$ cat config.mk
export PLATFORM = sky130hd
export DESIGN_NAME = control_ejecucion_if_flat
export DESIGN_NICKNAME = d
export VERILOG_FILES = /design/src/rtl/control_ejecucion_if_pkg.sv /design/src/rtl/control_ejecucion_if_if.sv /design/src/rtl/control_ejecucion_if_ensamblador.sv /design/src/rtl/control_ejecucion_if.sv /design/src/flat_wrapper.sv
export SDC_FILE = /design/constraint.sdc
export NUM_CORES = 1
export LEC_CHECK = 0
export CAP_MARGIN = 20
export CORE_ASPECT_RATIO = 1.4
export CORE_MARGIN = 3
export CORE_UTILIZATION = 48
export CTS_CLUSTER_SIZE = 30
export DETAILED_ROUTE_END_ITERATION = 10
export PLACE_DENSITY_LB_ADDON = 0.25
export SYNTH_ARGS = -nofsm -noshare
export SYNTH_HDL_FRONTEND = slang
export SYNTH_SLANG_ARGS = --single-unit
$ cat constraint.sdc
create_clock -name i_clock -period 2.1 [get_ports i_clock]
set_input_delay 0.315 -clock i_clock [delete_from_list [all_inputs] [get_ports i_clock]]
set_output_delay 0.315 -clock i_clock [all_outputs]
set_load 0.005 [all_outputs]
$ cat src/rtl/control_ejecucion_if_pkg.sv
// -----------------------------------------------------------------------------
// control_if_pkg
// Shared definitions for the instruction-fetch execution sequencer:
//   - UART command codes
//   - FSM state encodings (visible on o_estado)
//   - NOP instruction word shared with the IF stage
//   - saturating 32-bit increment used by the cycle counter
// -----------------------------------------------------------------------------
package control_if_pkg;

    // Command bytes accepted in IDLE / DONE
    localparam logic [7:0] CMD_LOAD = 8'h01;
    localparam logic [7:0] CMD_RUN  = 8'h02;
    localparam logic [7:0] CMD_STEP = 8'h03;
    localparam logic [7:0] CMD_STOP = 8'h04;

    // Word count N arrives as two bytes, MSB first
    localparam int unsigned N_WIDTH = 16;

    // NOP instruction, also used by the IF stage
    localparam logic [31:0] NOP_WORD = 32'h0021_0824;

    typedef enum logic [2:0] {
        ST_IDLE       = 3'd0,
        ST_LOAD_N_HI  = 3'd1,
        ST_LOAD_N_LO  = 3'd2,
        ST_LOAD_BYTES = 3'd3,
        ST_LOAD_WRITE = 3'd4,
        ST_RUN        = 3'd5,
        ST_STEP       = 3'd6,
        ST_DONE       = 3'd7
    } estado_e;

    // Cycle counter sticks at all-ones instead of wrapping
    function automatic logic [31:0] sat_inc(input logic [31:0] v);
        return (v == 32'hFFFF_FFFF) ? v : v + 32'd1;
    endfunction

endpackage

$ cat src/rtl/control_ejecucion_if_if.sv
// -----------------------------------------------------------------------------
// control_ejecucion_if_if
// Bundle of the sequencer's UART-side inputs and IF/pipeline-side outputs.
//   master : the sequencer (consumes i_*, drives o_*)
//   slave  : the surrounding system (drives i_*, consumes o_*)
// Signals:
//   i_rx_data / i_rx_done : received UART byte and its one-cycle valid pulse
//   i_halt                : HALT has reached writeback (level)
//   o_enable_mem, o_write_read_mem, o_addr_mem, o_data_mem : program memory port
//   o_control_mux_addr_mem: 1 = memory addressed by loader, 0 = by PC
//   o_enable_contador_PC, o_enable_pipeline : execution enables
//   o_programa_cargado, o_error, o_ciclos, o_estado : status
// -----------------------------------------------------------------------------
interface control_ejecucion_if_if #(
    parameter int CANT_BITS_ADDR      = 11,
    parameter int RAM_WIDTH_PROGRAMA  = 32,
    parameter int CANT_BITS_DATO_UART = 8
);
    logic [CANT_BITS_DATO_UART-1:0] i_rx_data;
    logic                           i_rx_done;
    logic                           i_halt;

    logic                           o_enable_mem;
    logic                           o_write_read_mem;
    logic [CANT_BITS_ADDR-1:0]      o_addr_mem;
    logic [RAM_WIDTH_PROGRAMA-1:0]  o_data_mem;
    logic                           o_control_mux_addr_mem;
    logic                           o_enable_contador_PC;
    logic                           o_enable_pipeline;
    logic                           o_programa_cargado;
    logic                           o_error;
    logic [31:0]                    o_ciclos;
    logic [2:0]                     o_estado;

    modport master (
        input  i_rx_data, i_rx_done, i_halt,
        output o_enable_mem, o_write_read_mem, o_addr_mem, o_data_mem,
               o_control_mux_addr_mem, o_enable_contador_PC, o_enable_pipeline,
               o_programa_cargado, o_error, o_ciclos, o_estado
    );

    modport slave (
        output i_rx_data, i_rx_done, i_halt,
        input  o_enable_mem, o_write_read_mem, o_addr_mem, o_data_mem,
               o_control_mux_addr_mem, o_enable_contador_PC, o_enable_pipeline,
               o_programa_cargado, o_error, o_ciclos, o_estado
    );
endinterface

$ cat src/rtl/control_ejecucion_if_ensamblador.sv
// -----------------------------------------------------------------------------
// ensamblador_palabra
// Big-endian byte-to-word assembler: each shifted byte enters at the LSB end,
// so the first of a group lands in the word's MSB byte.
// Ports:
//   clk, rst_n     : clock, asynchronous active-low reset
//   clear_i        : restart the byte count (start of a new load)
//   shift_i        : shift byte_i in this cycle
//   byte_i         : incoming byte
//   word_o         : assembled word (complete the cycle after word_ready_o)
//   word_ready_o   : combinational, high while the last byte of a word shifts in
// -----------------------------------------------------------------------------
module ensamblador_palabra #(
    parameter int BYTE_W = 8,
    parameter int WORD_W = 32
) (
    input  logic              clk,
    input  logic              rst_n,
    input  logic              clear_i,
    input  logic              shift_i,
    input  logic [BYTE_W-1:0] byte_i,
    output logic [WORD_W-1:0] word_o,
    output logic              word_ready_o
);
    localparam int BYTES = WORD_W / BYTE_W;
    localparam int CNT_W = (BYTES > 1) ? $clog2(BYTES) : 1;
    localparam logic [CNT_W-1:0] LAST = CNT_W'(BYTES - 1);

    logic [WORD_W-1:0] word_q;
    logic [CNT_W-1:0]  cnt_q;

    // NOTE: sequential state uses non-blocking assignments so every register
    // samples pre-edge values regardless of statement order.
    always_ff @(posedge clk or negedge rst_n) begin
        if (!rst_n) begin
            word_q <= '0;
            cnt_q  <= '0;
        end else if (clear_i) begin
            cnt_q  <= '0;
        end else if (shift_i) begin
            word_q <= {word_q[WORD_W-BYTE_W-1:0], byte_i};
            cnt_q  <= (cnt_q == LAST) ? '0 : cnt_q + CNT_W'(1);
        end
    end

    assign word_o       = word_q;
    assign word_ready_o = shift_i && (cnt_q == LAST);

endmodule

$ cat src/rtl/control_ejecucion_if.sv
// -----------------------------------------------------------------------------
// control_ejecucion_if
// Instruction-fetch sequencer. Decodes UART command bytes, loads program memory
// word by word (LOAD), then runs the pipeline continuously (RUN) or one clock
// at a time (STEP) until HALT or STOP.
// Ports:
//   i_clock      : system clock, rising edge
//   i_soft_reset : asynchronous active-low reset
//   bus          : control_ejecucion_if_if.master (UART in, memory/enables out)
// -----------------------------------------------------------------------------
module control_ejecucion_if
    import control_if_pkg::*;
#(
    parameter int CANT_BITS_ADDR      = 11,
    parameter int RAM_WIDTH_PROGRAMA  = 32,
    parameter int CANT_BITS_DATO_UART = 8
) (
    input  logic                    i_clock,
    input  logic                    i_soft_reset,
    control_ejecucion_if_if.master  bus
);
    // Index must reach N == 2**CANT_BITS_ADDR, hence one extra bit
    localparam int          IDX_W     = CANT_BITS_ADDR + 1;
    localparam int unsigned MAX_WORDS = 2 ** CANT_BITS_ADDR;

    estado_e                 state_q, state_d;
    logic [N_WIDTH-1:0]      n_q, n_d;
    logic [IDX_W-1:0]        index_q, index_d;
    logic                    cargado_q, cargado_d;
    logic                    error_q, error_d;
    logic [31:0]             ciclos_q, ciclos_d;

    logic                    asm_clear, asm_shift, word_ready;
    logic [RAM_WIDTH_PROGRAMA-1:0] word;

    logic [7:0]              rx_byte;
    logic                    rx_done;
    logic [N_WIDTH-1:0]      n_full;
    logic [IDX_W-1:0]        idx_inc;

    assign rx_byte = bus.i_rx_data;
    assign rx_done = bus.i_rx_done;
    assign n_full  = {n_q[N_WIDTH-1:8], rx_byte};
    assign idx_inc = index_q + IDX_W'(1);

    ensamblador_palabra #(
        .BYTE_W (CANT_BITS_DATO_UART),
        .WORD_W (RAM_WIDTH_PROGRAMA)
    ) u_ensamblador (
        .clk          (i_clock),
        .rst_n        (i_soft_reset),
        .clear_i      (asm_clear),
        .shift_i      (asm_shift),
        .byte_i       (rx_byte),
        .word_o       (word),
        .word_ready_o (word_ready)
    );

    // ---------------------------------------------------------------- state reg
    always_ff @(posedge i_clock or negedge i_soft_reset) begin
        if (!i_soft_reset) begin
            state_q   <= ST_IDLE;
            n_q       <= '0;
            index_q   <= '0;
            cargado_q <= 1'b0;
            error_q   <= 1'b0;
            ciclos_q  <= '0;
        end else begin
            state_q   <= state_d;
            n_q       <= n_d;
            index_q   <= index_d;
            cargado_q <= cargado_d;
            error_q   <= error_d;
            ciclos_q  <= ciclos_d;
        end
    end

    // ---------------------------------------------------------------- next state
    // NOTE: every variable gets a default before the case so no path leaves
    // one unassigned, which would otherwise infer a latch.
    always_comb begin
        state_d   = state_q;
        n_d       = n_q;
        index_d   = index_q;
        cargado_d = cargado_q;
        ciclos_d  = ciclos_q;
        error_d   = 1'b0;
        asm_clear = 1'b0;
        asm_shift = 1'b0;

        case (state_q)
            ST_IDLE, ST_DONE: begin
                if (rx_done) begin
                    case (rx_byte)
                        CMD_LOAD: begin
                            cargado_d = 1'b0;
                            ciclos_d  = '0;
                            index_d   = '0;
                            asm_clear = 1'b1;
                            state_d   = ST_LOAD_N_HI;
                        end
                        CMD_RUN: begin
                            if (cargado_q) state_d = ST_RUN;
                            else           error_d = 1'b1;
                        end
                        CMD_STEP: begin
                            if (cargado_q) state_d = ST_STEP;
                            else           error_d = 1'b1;
                        end
                        CMD_STOP: ;  // nothing running, nothing to stop
                        default:  error_d = 1'b1;
                    endcase
                end
            end

            ST_LOAD_N_HI: begin
                if (rx_done) begin
                    n_d     = {rx_byte, n_q[7:0]};
                    state_d = ST_LOAD_N_LO;
                end
            end

            ST_LOAD_N_LO: begin
                if (rx_done) begin
                    n_d = n_full;
                    if ({16'd0, n_full} > 32'(MAX_WORDS)) begin
                        error_d = 1'b1;
                        state_d = ST_IDLE;
                    end else if (n_full == '0) begin
                        cargado_d = 1'b1;
                        state_d   = ST_IDLE;
                    end else begin
                        state_d = ST_LOAD_BYTES;
                    end
                end
            end

            ST_LOAD_BYTES: begin
                asm_shift = rx_done;
                if (word_ready) state_d = ST_LOAD_WRITE;
            end

            // Single write cycle; a byte arriving here is dropped
            ST_LOAD_WRITE: begin
                index_d = idx_inc;
                if (N_WIDTH'(idx_inc) == n_q) begin
                    cargado_d = 1'b1;
                    state_d   = ST_IDLE;
                end else begin
                    state_d = ST_LOAD_BYTES;
                end
            end

            // Only STOP is meaningful while running; other bytes are ignored
            ST_RUN: begin
                ciclos_d = sat_inc(ciclos_q);
                if (bus.i_halt || (rx_done && rx_byte == CMD_STOP))
                    state_d = ST_DONE;
            end

            ST_STEP: begin
                ciclos_d = sat_inc(ciclos_q);
                state_d  = bus.i_halt ? ST_DONE : ST_IDLE;
            end

            default: state_d = ST_IDLE;
        endcase
    end

    // ---------------------------------------------------------------- outputs
    logic                          en_mem, wr_mem, mux_mem, en_pc, en_pipe;
    logic [CANT_BITS_ADDR-1:0]     addr_mem;
    logic [RAM_WIDTH_PROGRAMA-1:0] data_mem;

    always_comb begin
        en_mem   = 1'b0;
        wr_mem   = 1'b0;
        mux_mem  = 1'b0;
        en_pc    = 1'b0;
        en_pipe  = 1'b0;
        addr_mem = '0;
        data_mem = '0;

        case (state_q)
            ST_LOAD_N_HI, ST_LOAD_N_LO, ST_LOAD_BYTES: mux_mem = 1'b1;
            ST_LOAD_WRITE: begin
                en_mem   = 1'b1;
                wr_mem   = 1'b1;
                mux_mem  = 1'b1;
                addr_mem = index_q[CANT_BITS_ADDR-1:0];
                data_mem = word;
            end
            ST_RUN, ST_STEP: begin
                en_mem  = 1'b1;
                en_pc   = 1'b1;
                en_pipe = 1'b1;
            end
            ST_DONE: en_mem = 1'b1;
            default: ;
        endcase
    end

    assign bus.o_enable_mem           = en_mem;
    assign bus.o_write_read_mem       = wr_mem;
    assign bus.o_addr_mem             = addr_mem;
    assign bus.o_data_mem             = data_mem;
    assign bus.o_control_mux_addr_mem = mux_mem;
    assign bus.o_enable_contador_PC   = en_pc;
    assign bus.o_enable_pipeline      = en_pipe;
    assign bus.o_programa_cargado     = cargado_q;
    assign bus.o_error                = error_q;
    assign bus.o_ciclos               = ciclos_q;
    assign bus.o_estado               = state_q;

endmodule

$ cat src/flat_wrapper.sv
// flat-port wrapper written by rule: the top's interface ports become plain ports
module control_ejecucion_if_flat import control_if_pkg::*;
#(
    parameter int CANT_BITS_ADDR      = 11,
    parameter int RAM_WIDTH_PROGRAMA  = 32,
    parameter int CANT_BITS_DATO_UART = 8
)
  (i_clock, i_soft_reset, bus_i_rx_data, bus_i_rx_done, bus_i_halt, bus_o_enable_mem, bus_o_write_read_mem, bus_o_addr_mem, bus_o_data_mem, bus_o_control_mux_addr_mem, bus_o_enable_contador_PC, bus_o_enable_pipeline, bus_o_programa_cargado, bus_o_error, bus_o_ciclos, bus_o_estado);
  control_ejecucion_if_if #(.CANT_BITS_ADDR(CANT_BITS_ADDR), .RAM_WIDTH_PROGRAMA(RAM_WIDTH_PROGRAMA), .CANT_BITS_DATO_UART(CANT_BITS_DATO_UART)) bus_i ();
  input  logic i_clock;
  input  logic i_soft_reset;
  input wire logic [$bits(bus_i.i_rx_data)-1:0] bus_i_rx_data;
  input wire logic [$bits(bus_i.i_rx_done)-1:0] bus_i_rx_done;
  input wire logic [$bits(bus_i.i_halt)-1:0] bus_i_halt;
  output wire logic [$bits(bus_i.o_enable_mem)-1:0] bus_o_enable_mem;
  output wire logic [$bits(bus_i.o_write_read_mem)-1:0] bus_o_write_read_mem;
  output wire logic [$bits(bus_i.o_addr_mem)-1:0] bus_o_addr_mem;
  output wire logic [$bits(bus_i.o_data_mem)-1:0] bus_o_data_mem;
  output wire logic [$bits(bus_i.o_control_mux_addr_mem)-1:0] bus_o_control_mux_addr_mem;
  output wire logic [$bits(bus_i.o_enable_contador_PC)-1:0] bus_o_enable_contador_PC;
  output wire logic [$bits(bus_i.o_enable_pipeline)-1:0] bus_o_enable_pipeline;
  output wire logic [$bits(bus_i.o_programa_cargado)-1:0] bus_o_programa_cargado;
  output wire logic [$bits(bus_i.o_error)-1:0] bus_o_error;
  output wire logic [$bits(bus_i.o_ciclos)-1:0] bus_o_ciclos;
  output wire logic [$bits(bus_i.o_estado)-1:0] bus_o_estado;
  assign bus_i.i_rx_data = bus_i_rx_data;
  assign bus_i.i_rx_done = bus_i_rx_done;
  assign bus_i.i_halt = bus_i_halt;
  assign bus_o_enable_mem = bus_i.o_enable_mem;
  assign bus_o_write_read_mem = bus_i.o_write_read_mem;
  assign bus_o_addr_mem = bus_i.o_addr_mem;
  assign bus_o_data_mem = bus_i.o_data_mem;
  assign bus_o_control_mux_addr_mem = bus_i.o_control_mux_addr_mem;
  assign bus_o_enable_contador_PC = bus_i.o_enable_contador_PC;
  assign bus_o_enable_pipeline = bus_i.o_enable_pipeline;
  assign bus_o_programa_cargado = bus_i.o_programa_cargado;
  assign bus_o_error = bus_i.o_error;
  assign bus_o_ciclos = bus_i.o_ciclos;
  assign bus_o_estado = bus_i.o_estado;
  control_ejecucion_if #(.CANT_BITS_ADDR(CANT_BITS_ADDR), .RAM_WIDTH_PROGRAMA(RAM_WIDTH_PROGRAMA), .CANT_BITS_DATO_UART(CANT_BITS_DATO_UART)) u_core (.i_clock(i_clock), .i_soft_reset(i_soft_reset), .bus(bus_i));
endmodule
== Word level (Yosys, flattened, before mapping) ==
Cells that the tools add are included.
Widths: inputs -> output; s select.
Word-level totals
  input port bits: 12
  word-level logic and storage cells: 114
  register bits: 99
Operators by class
  mux-type cells: 49
  eq/ne operators: 27
  bitwise gates (word level): 3
  $add $sub $neg: 3
  reduce and logical (&&, ||, !) cells: 22
  $lt $le $gt $ge: 1
Operator list (number)
  $mux 32: 4
  $pmux 32 s2: 1
  $add 32x1->32 const B: 1
  $eq 32x32->1 const B: 1
  $pmux 16 s2: 1
  $mux 3: 9
  $mux 12: 2
  $pmux 12 s2: 1
  $pmux 3 s7: 1
  $mux 1: 18
  $eq 12x16->1: 1
  $eq 8x2->1 const B: 2
  $gt 16x12->1 const B: 1
  $logic_not 16->1: 1
  $mux 16: 1
  $ne 2x2->1 const B: 7
  $add 12x1->12 const B: 1
  $eq 3x3->1 const B: 4
  $mux 11: 1
  $mux 2: 5
  $pmux 3 s3: 1
  $reduce_and 3->1: 3
  $eq 8x1->1 const B: 1
  $eq 8x3->1 const B: 1
  22 further kinds: 36

== Logic depth before layout (Yosys ltp) ==
Gate-level depths: netlist of the first run.
  depth in word-level cells: 6
  depth in mapped cells: 8

== Hierarchy ==
Synthesis of the first run repeated with hierarchy kept, for this count alone.
Second synthesis, totals
  cell total of the unflattened synthesis: 553
  area total of the unflattened synthesis: 5555.3 um^2
Modules (own cells, without submodules)
  control_ejecucion_if: area an instance 4093.9 um^2, cells each 475, seq. area each 1626.6 um^2, instances 1
  ensamblador_palabra: area an instance 1461.4 um^2, cells each 78, seq. area each 850.8 um^2, instances 1

== Worst setup path before layout of the first run ==
Ideal clock, no wire load.
  path type: reg2reg
  start: register u_core.index_q[2]
  end: register u_core.state_q[0] (netlist: u_core.bus.o_estado[0])
  setup slack: 0.076 ns
  cell stages (with the launch flop): 8
  buffers on the path: 1
  data required time: 1.976 ns
  data arrival time: 1.900 ns
  cell sequence: dfrtp_1 buf_2 nand3_2 or4_4 xnor2_1 a2111oi_0 and4b_1 o21ai_1
Between the ends
  longest elaborated chain between the ends: 4
RTL lines
  start, declared: RTL line control_ejecucion_if.sv:28  | logic [IDX_W-1:0] index_q, index_d;
  start signal, assigned: RTL line control_ejecucion_if.sv:71  | index_q <= index_d;
  $add 12x1->12: RTL line control_ejecucion_if.sv:44  | assign idx_inc = index_q + IDX_W'(1);
  $eq 12x16->1: RTL line control_ejecucion_if.sv:146  | if (N_WIDTH'(idx_inc) == n_q) begin
  $mux 2: RTL line control_ejecucion_if.sv:146
  $pmux 3 s7: RTL line control_ejecucion_if.sv:91  | case (state_q)
  end signal, assigned: RTL line control_ejecucion_if.sv:69  | state_q <= state_d;
  end, declared: RTL line control_ejecucion_if.sv:26  | estado_e state_q, state_d;
No other way between the ends.
A chain may end at the register's enable or synchronous reset.

== Final worst setup path of the first run ==
  start: register u_core.state_q[1] (netlist: u_core.bus.o_estado[1])
  end: register u_core.ciclos_q[5] (netlist: u_core.bus.o_ciclos[5])
Between the ends
  longest elaborated chain between the ends: 4
  elaborated cells between the ends (all ways): 12
RTL lines
  $eq 3x3->1 / $logic_not 3->1 (equally long branches): RTL line control_ejecucion_if.sv:91
  $reduce_or 2->1 (on tied branches)
  $ne 2x2->1 (no line) / $reduce_bool 2->1 (equally long branches)
  $reduce_and 4->1 (no line)
  end signal, assigned: RTL line control_ejecucion_if.sv:74  | ciclos_q <= ciclos_d;
  end, declared: RTL line control_ejecucion_if.sv:31  | logic [31:0] ciclos_q, ciclos_d;
Parallel ways exist; a longest one is shown, timed or not.

==> run summary, run 1 <==
The post-route antenna net violation count is 0. The final critical path takes up between 90% and 100% of the cycle. In the synthesized netlist, the cells that appear most often are 99 x sky130_fd_sc_hd__dfrtp_1, 50 x sky130_fd_sc_hd__and3_1, 48 x sky130_fd_sc_hd__mux2_2.

The clock latency at the later pin of the worst-skew pair came out at ~0.35 ns. The synthesized netlist net count came out at around 560. The core outline area came out at 0.01098 mm². The final routed wire length divided by cell count is roughly 18 µm. Once placement completed, the tool counted placed cells totaling 832. The synthesized area came out at approximately 0.0055 mm². The number of antenna violations at the first check in global routing is 0.

The worst setup path is launched from a flip-flop. The mean instance size in the synthesized netlist is about 10 µm². The capturing element type of the critical path is a flip-flop. The transition time at the pin with the least slew margin is about 0.51 ns. The tightest slew margin relative to the limit is 66.25%. The width of the die came out at a little under 100 µm. In this run the power spent charging and discharging nets is approximately 3.5 mW. The max-capacitance violation count came out at 0. The data required time of the critical path is approximately 2.3 ns. The number of global-route vias before repair was ~5100. The routability congestion estimate is ~0.91.

The peak supply drop is between 0.0007 and 0.0008 V. The number of top-level design ports came out at a little under 100. The die area is approximately 0.013 mm². The half-perimeter wire length of the detailed placement result is about 11000 µm. After detailed routing, the number of remaining DRC violations is 0. The most used flip-flop cell after synthesis is sky130_fd_sc_hd__dfrtp_1. The DRC violation total after the first TritonRoute iteration came out at 197. The number of flops mapped to enable cells by yosys came out at 0.

The die boundary height came out at between 100 and 150 µm. The final layout net count is about 740. The clock skew after layout is just under 0.009 ns.

Traced cell by cell, the critical path runs through nor2_4 -> buf_4 -> buf_4 -> buf_12 -> xnor2_2 -> buf_4 -> nor2_8 -> nand2_1 -> o21ai_1 -> o31ai_1. Using the TritonRoute via totals, the vias-per-cell ratio works out to between 5 and 6. The initial core utilization came out at between 40% and 50%. The leakage dissipation came out at 3.722 nW. The areal power density over the cells is around 1200 mW/mm². Setup repair after global routing could not meet its margin everywhere. For this run, the detailed router's first-pass iteration total came to 4. The TritonCTS sink count is approximately 100. The cell with the most instances after synthesis is sky130_fd_sc_hd__dfrtp_1. Per report_power, the combinational group accounts for a little under half of the total.

Derived from the worst setup path, the maximum achievable clock frequency is slightly below 0.5 GHz. During synthesis, Yosys emitted a total of 0 warnings. The biggest area contributor in the post-synthesis netlist is sky130_fd_sc_hd__dfrtp_1. The proportion of register bits with asynchronous set or reset after synthesis is between 90% and 100%. The count of placed standard cells in the final layout, fillers left out came out at 866.

In this run, flip-flops and latches consume about a third of the power. The area of combinational cells with multiple inputs is ~0.0029 mm². The arrival time at the worst endpoint came out at around 2.3 ns.

The minimum clock period came out at ~2 ns. Setup violations remaining at the end of the flow were counted as 0. After technology mapping, the gate count stands at 546. The run finished with clean final reports. The pin count of the biggest net entering global routing is 51. The share of total power consumed by net switching came out at a little under two fifths. The largest fanout of any net on the critical path is 17. Internal power comes to ~6.0 mW. The cell row count is 45.

The layout cell share with drive strength beyond 1 came out at between 20% and 30%. The final global-route overflow total is 0. The slack of the worst reg-to-reg path is 0.04 ns. The clock network accounts for between 10% and 20% of the total power. The deepest level of the CTS H-tree came out at 3. The number of inserted filler cells in the final layout is approximately 880.

The routed wire length is ~15000 µm. The worst stage delay on the critical path is ~0.43 ns. The kind of cell with the highest combined delay along the critical path is buffers and inverters. The repair_antennas step left the layout with diodes totalling 0. The tree is rooted in a sky130_fd_sc_hd__clkbuf_16.

The path class of the tightest hold or removal check is in -> async. The final hold violation count is 0. The count of state elements after synthesis came out at a little under 100. The relative area change from synthesis to final layout is 40.21%. The clock-pin slew of the registers on the worst-case setup and hold paths came out at 0.07 ns. The number of distinct library cells after synthesis is slightly above 60. In this design, the critical path's most frequently occurring cell is sky130_fd_sc_hd__buf_4.

The count of buffers added on input and output ports is 96. The portion of synthesized cell area occupied by the leading cell type came out at 45.13%. The number of vias after detailed routing is 4967. The slowest stage of the critical path belongs to the cell sky130_fd_sc_hd__dfrtp_2.

The number of buffers inserted during clock tree synthesis came out at 9. The fraction of the yosys area taken by sequential cells is 45.13%. The total track usage is 24.90%. The number of max-slew violations in the final report is 0. TritonCTS built the clock tree. The critical path is of the reg -> reg type. Cells fill 70.10% of the core in the end.

The number of buffer and inverter instances along the worst setup path came out at 4. The area taken by flip-flops and latches came out at 0.002482 mm². The global-route wire length before repair is around 25000 µm. No sink is reached through more buffers than the 2 on the longest clock path. By area the synthesized netlist is led by sky130_fd_sc_hd__dfrtp_1 45%, sky130_fd_sc_hd__mux2_2 9.8%, sky130_fd_sc_hd__and3_1 5.7%, sky130_fd_sc_hd__xor2_1 3.2%, sky130_fd_sc_hd__nor2_1 3.0%.
## final timing paths
| kind | end | depth (start not counted) | start |
|---|---|---|---|
| max in group asynchronous | u_core.index_q[1]$_DFFE_PN0P_ | 3 | i_soft_reset |
| worst min-delay path | u_core.u_ensamblador.word_o[30]$_DFFE_PN0P_ | 2 | i_soft_reset |
| worst min register to register | u_core.u_ensamblador.cnt_q[0]$_DFFE_PN0P_ | 1 | u_core.u_ensamblador.cnt_q[0]$_DFFE_PN0P_ |
| min in group i_clock | u_core.u_ensamblador.cnt_q[0]$_DFFE_PN0P_ | 1 | u_core.u_ensamblador.cnt_q[0]$_DFFE_PN0P_ |
| worst max-delay path | u_core.bus.o_ciclos[5]$_DFFE_PN0P_ | 10 | u_core.bus.o_estado[1]$_DFFE_PN0P_ |
| worst max register to register | u_core.bus.o_ciclos[5]$_DFFE_PN0P_ | 10 | u_core.bus.o_estado[1]$_DFFE_PN0P_ |
## through the flow
step | hold WS [ns] | cell area (µm²) | worst slack (ns) | TNS (ns) | power [mW]
CTS | 0.4057 | 7602 | 0.002396 | 0 | 9.334
floorplan | 0.01941 | 5489 | 0.07584 | 0 | 5.411
finish | 0.4031 | 7696 | 0.03828 | 0 | 9.474
global route | 0.4275 | 7696 | -0.05018 | -0.4820 | 10.06
detailed placement | 0.2203 | 7149 | -0.2220 | -7.002 | 7.254
global placement | 0.2148 | 7149 | -0.1960 | -4.955 | 7.073
## power by group through the flow
stage	Clock, mW	Combinational (mW)	Sequential [mW]
final	1.72	4.54	3.22
after global routing	1.83	4.94	3.30
after CTS	1.75	4.39	3.20
after detailed placement	0	4.02	3.23
after global placement	0	3.89	3.19
after floorplan	0	2.28	3.13
## placed cells by master, fill, tap and decap left out, types with 3 or more instances in the layout
master and n:
sky130_fd_sc_hd__a21oi_1 9, sky130_fd_sc_hd__clkbuf_16 9, sky130_fd_sc_hd__nor2_1 42, sky130_fd_sc_hd__buf_12 5, sky130_fd_sc_hd__nand2_1 35, sky130_fd_sc_hd__inv_6 3, sky130_fd_sc_hd__o31ai_1 10, sky130_fd_sc_hd__nor4_1 4
sky130_fd_sc_hd__o41ai_1 3, sky130_fd_sc_hd__xnor2_1 18, sky130_fd_sc_hd__dlygate4sd2_1 42, sky130_fd_sc_hd__clkdlybuf4s50_1 49, sky130_fd_sc_hd__xor2_1 20, sky130_fd_sc_hd__and3_1 49, sky130_fd_sc_hd__nand3_1 29, sky130_fd_sc_hd__o21ai_1 22
sky130_fd_sc_hd__nand4_1 14, sky130_fd_sc_hd__and2_1 9, sky130_fd_sc_hd__dfrtp_1 95, sky130_fd_sc_hd__or3_1 5, sky130_fd_sc_hd__o21ai_0 18, sky130_fd_sc_hd__dlymetal6s2s_1 4, sky130_fd_sc_hd__nand2b_1 3, sky130_fd_sc_hd__buf_4 87
sky130_fd_sc_hd__nor2b_1 3, sky130_fd_sc_hd__inv_1 7, sky130_fd_sc_hd__mux2_2 48, sky130_fd_sc_hd__o21a_1 6, sky130_fd_sc_hd__and4_1 6, sky130_fd_sc_hd__a31oi_1 4, sky130_fd_sc_hd__dfrtp_2 4, sky130_fd_sc_hd__buf_6 3
## state kept, by name, indices dropped and copies added (netlist names)
name	count
u_core.bus.o_estado	3
u_core.u_ensamblador.cnt_q	2
u_core.bus.o_ciclos	32
u_core.u_ensamblador.word_o	32
u_core.bus.o_programa_cargado	1
u_core.bus.o_error	1
u_core.index_q	12
u_core.n_q	16
## cell families (layout without fill, tap and decap cells)
family	count (synthesis)	after routing	share of synthesized area [%]
buf+inv	39	218	2.986
compound gates	89	89	11.26
xor+xnor	39	39	6.360
flops	99	99	45.13
fa+ha+maj	3	3	0.6839
simple gates	227	227	23.36
mux	50	50	10.21
## area by class of cell
class                      instances  area share, %
clock inverter                     6          1.024
tap                              141          2.292
clock buffer                      10          2.975
multi-input combinational        408          38.08
sequential                        99          32.25
inverter                           9         0.5040
timing repair buffer             193          22.87
## repair_timing
| action | CTS | global route |
|---|---|---|
| hold endpoints to repair | 19 | 0 |
| hold buffers | 1 | 0 |
| gates cloned | 2 | 0 |
| setup buffers | 10 | 5 |
| gates resized for setup | 60 | 16 |
| endpoints found under the setup margin | 47 | 29 |
| pin swaps | 2 | 1 |
## per-layer routing
metal	GRT usage (%)	vias to the layer above	part of all wire [%]
met5	0	-	0
met4	10.14	0	2.6
met3	3.868	29	4.5
met2	44.22	152	54
met1	29.20	2462	38
li1	-	2324	-
No activity file was read; power rests on OpenSTA's default activity.
==> run 2: changes to the inputs <==
--- a/config.mk
+++ b/config.mk
@@ -11,7 +11,9 @@
 export CORE_UTILIZATION = 48
 export CTS_CLUSTER_SIZE = 30
 export DETAILED_ROUTE_END_ITERATION = 10
+export MAX_ROUTING_LAYER = met4
 export PLACE_DENSITY_LB_ADDON = 0.25
+export REMOVE_ABC_BUFFERS = 1
 export SYNTH_ARGS = -nofsm -noshare
 export SYNTH_HDL_FRONTEND = slang
 export SYNTH_SLANG_ARGS = --single-unit
==> run 2 against run 1 <==
Compared with the run above: worst hold slack worse by 0.11 ns; sequential share of layout area up 0.70 points; non-clock buffer count down 19; die area unchanged; flip-flop and latch count unchanged; combinational power down 6.6%; global-route usage down 0.82 points; first-iteration DRC count up 78%; clock skew down 0.0036 ns; worst setup slack worse by 0.011 ns; largest power group unchanged.
==> run summary, run 2 (synthesis results as in run 1) <==
The summed area of non-filler cells in the final layout is 0.007526 mm² (-2.2%). The layout cell share with drive strength beyond 1 came out at 24.22% (-2.7 points). The clock skew after layout was 0.005089 ns (-0.003601 ns). The worst setup path is launched from a flip-flop. The post-route antenna net violation count came out at 0 (unchanged). The total setup violations reported at the end of the flow came to 0 (unchanged). The minimum clock period was 2.073 ns (+0.01131 ns). The area after detailed placement is 0.007032 mm² (-1.6%). The reg-to-reg critical path endpoint is u_core.bus.o_estado[0]$_DFFE_PN0P_. The total design power is 9.165 mW (-3.3%). The largest fanout of any net on the critical path came out at 19 (+2).

The logic depth of the worst register-to-register path is 6 (-4). The pin count of the biggest net entering global routing came out at 99 (+94%). The share of power burned in the clock network came out at 18.2% (about the same). The transition time at the pin with the least slew margin came out at 0.5335 ns (+0.02727 ns). The peak supply drop came to 0.0007219 V (+2.2%). The half-perimeter wire length of the detailed placement result is 10140 µm (-7.5%). The TritonCTS sink count is 99 (unchanged). The slack of the worst reg-to-reg path is 0.06 ns (+0.02 ns). The cell row count came out at 45 (unchanged).

Compared with the post-synthesis result, the final layout area differs by 37.11%. The cell family contributing the most delay on the critical path is buffers and inverters. The number of global-route vias before repair was 4876 (-4.7%).

The clock-pin slew of the registers on the worst-case setup and hold paths is 0.07 ns (about the same). The startpoint identified for the worst register-to-register timing path is u_core.index_q[1]$_DFFE_PN0P_. The initial core utilization came out at 49.99% (unchanged). The capturing element type of the critical path is an output port. The die boundary height came to 132.5 µm (unchanged). The critical-path cell with the highest stage delay is sky130_fd_sc_hd__dfrtp_2. The number of inserted filler cells in the final layout is 883 (+0.23%). The leakage dissipation is 3.653 nW (-1.9%). The max-capacitance violation count was 0 (unchanged). The total track usage came out at 24.09% (-0.82 points). The utilization of the core after routing is 68.55% (-1.5 points). The core outline area is 0.01098 mm² (unchanged). Setup repair after global routing could not meet its margin everywhere. The antenna diode instance count is 0 (unchanged). The final layout net count was 716 (-2.6%).

The per-cell via count in the routed design was 5.736 (about the same). The final hold violation count came out at 0 (unchanged). The routed wire length is 14830 µm (-2.7%).

The routability congestion estimate came out at 0.9000 (-0.76%). The maximum clock insertion buffer count came to 2 (unchanged). The top cell types in the final layout, fill and taps aside, are 97 x sky130_fd_sc_hd__dfrtp_1, 68 x sky130_fd_sc_hd__buf_4, 50 x sky130_fd_sc_hd__clkdlybuf4s50_1. The tightest slew margin relative to the limit came out at 64.44% (-1.8 points).

The fmax came out at 0.4824 GHz (-0.55%). The detailed-routing iteration count for the pre-antenna-repair pass was 5 (+1). The critical path goes through nor2_4 -> buf_4 -> clkbuf_16 -> and3_1 -> dlygate4sd2_1. The share of total power consumed by net switching was 36.87% (-0.070 points). The die area came out at 0.01277 mm² (unchanged).

The run finished with clean final reports. The path type of the worst setup path is reg -> out. The final cycle utilization of the critical path is 98.72% (+0.54 points). The worst stage delay on the critical path came to 0.47 ns (+0.04 ns).

The TritonCTS clock tree is built. The arrival time at the worst endpoint came out at 1.76 ns (-0.51 ns). The number of antenna violations at the first check in global routing came out at 0 (unchanged). The total DRC errors in the routed layout is 0 (unchanged). The worst hold path belongs to the class in -> async.

The deepest level of the CTS H-tree was 3 (unchanged). Leaving out fill and tap cells, the most frequent cell in the layout is sky130_fd_sc_hd__dfrtp_1. The number of top-level design ports was 97 (unchanged). The DRC violation total after the first TritonRoute iteration is 351 (+78%). The sequential share of power is 35.5% (+1.5 points). The switching power is 3.379 mW (-3.4%). The clock latency at the later pin of the worst-skew pair came out at 0.35 ns (about the same). The number of port buffers came out at 96 (unchanged). The final routed wire length divided by cell count came to 17.51 µm (-0.50%). The post-route worst hold slack is 0.2918 ns (-0.1113 ns). The areal power density over the cells came out at 1218 mW/mm² (-1.1%). The final global-route overflow total was 0 (unchanged). The number of buffers inserted during clock tree synthesis is 9 (unchanged). The number of vias after detailed routing is 4858 (-2.2%). The internal cell power is 5.786 mW (-3.1%). The global-route wire length before repair is 23600 µm (-5.9%). The data required time of the critical path was 1.78 ns (-0.53 ns). The number of buffer and inverter instances along the worst setup path is 3 (-1). The number of max-slew violations in the final report came to 0 (unchanged). The part of the total power dissipated in combinational logic was 46.3% (-1.6 points). The width of the die came out at 96.38 µm (unchanged). The tree is rooted in a sky130_fd_sc_hd__clkbuf_16.
## run 2: cell types whose count changed in the layout (fill, tap and decap cells not counted), sizes merged
cell | before | now
inv | 13 | 10
dlygate4sd2 | 42 | 39
dlymetal6s2s | 4 | 6
clkdlybuf4s50 | 49 | 50
clkinv | 1 | 3
clkbuf | 10 | 12
buf | 97 | 76
clkinvlp | 0 | 1
## run 2: area by class of cell
| type | count | area [µm²] | area share, % |
|---|---|---|---|
| Inverter | 9 | 36.28 | 0.4821 |
| Tap cell | 141 | 176.4 | 2.344 |
| Sequential cell | 99 | 2480 | 32.95 |
| Clock buffer | 10 | 229.0 | 3.042 |
| Clock inverter | 6 | 65.06 | 0.8645 |
| Multi-Input combinational cell | 408 | 2900 | 38.54 |
| Timing Repair Buffer | 174 | 1639 | 21.78 |
## run 2: stage by stage
stage / setup TNS, ns / setup slack, ns / instances
4_1_cts: -0.1408 / -0.07127 / 836
2_1_floorplan: -29.52 / -0.6774 / 516
3_5_place_dp: -7.475 / -0.3002 / 818
5_1_grt: -0.1225 / -0.02684 / 847
3_3_place_gp: -5.214 / -0.1793 / 818
6_report: 0 / 0.02697 / 847
## run 2: worst max-delay path by stage
stage | startpoint | to | cells after the start
4_1_cts | u_core.bus.o_estado[1]$_DFFE_PN0P_ | bus_o_data_mem[15] | 4
3_3_place_gp | bus_i_rx_data[5] | u_core.bus.o_ciclos[2]$_DFFE_PN0P_ | 8
6_report | u_core.bus.o_estado[0]$_DFFE_PN0P_ | bus_o_data_mem[31] | 5
5_1_grt | u_core.index_q[1]$_DFFE_PN0P_ | u_core.bus.o_estado[0]$_DFFE_PN0P_ | 6
3_5_place_dp | bus_i_rx_data[5] | u_core.bus.o_ciclos[2]$_DFFE_PN0P_ | 8
2_1_floorplan | u_core.bus.o_estado[2]$_DFFE_PN0P_ | u_core.u_ensamblador.word_o[0]$_DFFE_PN0P_ | 4
## run 2: what timing repair did
action | CTS | global route
endpoints found under the hold margin | 1 | 0
resized for setup | 49 | 19
gates cloned | 0 | 2
hold buffers | 1 | 0
pin swaps | 2 | 6
buffers inserted | 1 | 9
endpoints found under the setup margin | 44 | 17
## run 2: power groups by stage
stage / registers (mW) / clock network [mW] / logic [mW]
finish: 3.26 / 1.67 / 4.24
global route: 3.34 / 1.78 / 4.63
CTS: 3.23 / 1.69 / 3.85
detailed placement: 3.24 / 0 / 3.79
global placement: 3.20 / 0 / 3.66
floorplan: 3.25 / 0 / 2.04
## run 2: worst register-to-register path, stage by stage (launching register included)
cell                        delay (ns)
sky130_fd_sc_hd__dfrtp_1          0.40
sky130_fd_sc_hd__nand3_2          0.13
sky130_fd_sc_hd__or4_4            0.54
sky130_fd_sc_hd__xnor2_1          0.17
sky130_fd_sc_hd__a2111oi_2        0.32
sky130_fd_sc_hd__and4b_1          0.27
sky130_fd_sc_hd__o21ai_1          0.09
## run 2: routing by layer
layer / vias to the layer above / wire length (µm) / track usage [%]
met5: - / 0 / -
met4: 0 / 456 / 10.22
met3: 39 / 813 / 3.299
met2: 175 / 7830 / 40.68
met1: 2368 / 5729 / 28.21
li1: 2276 / - / -
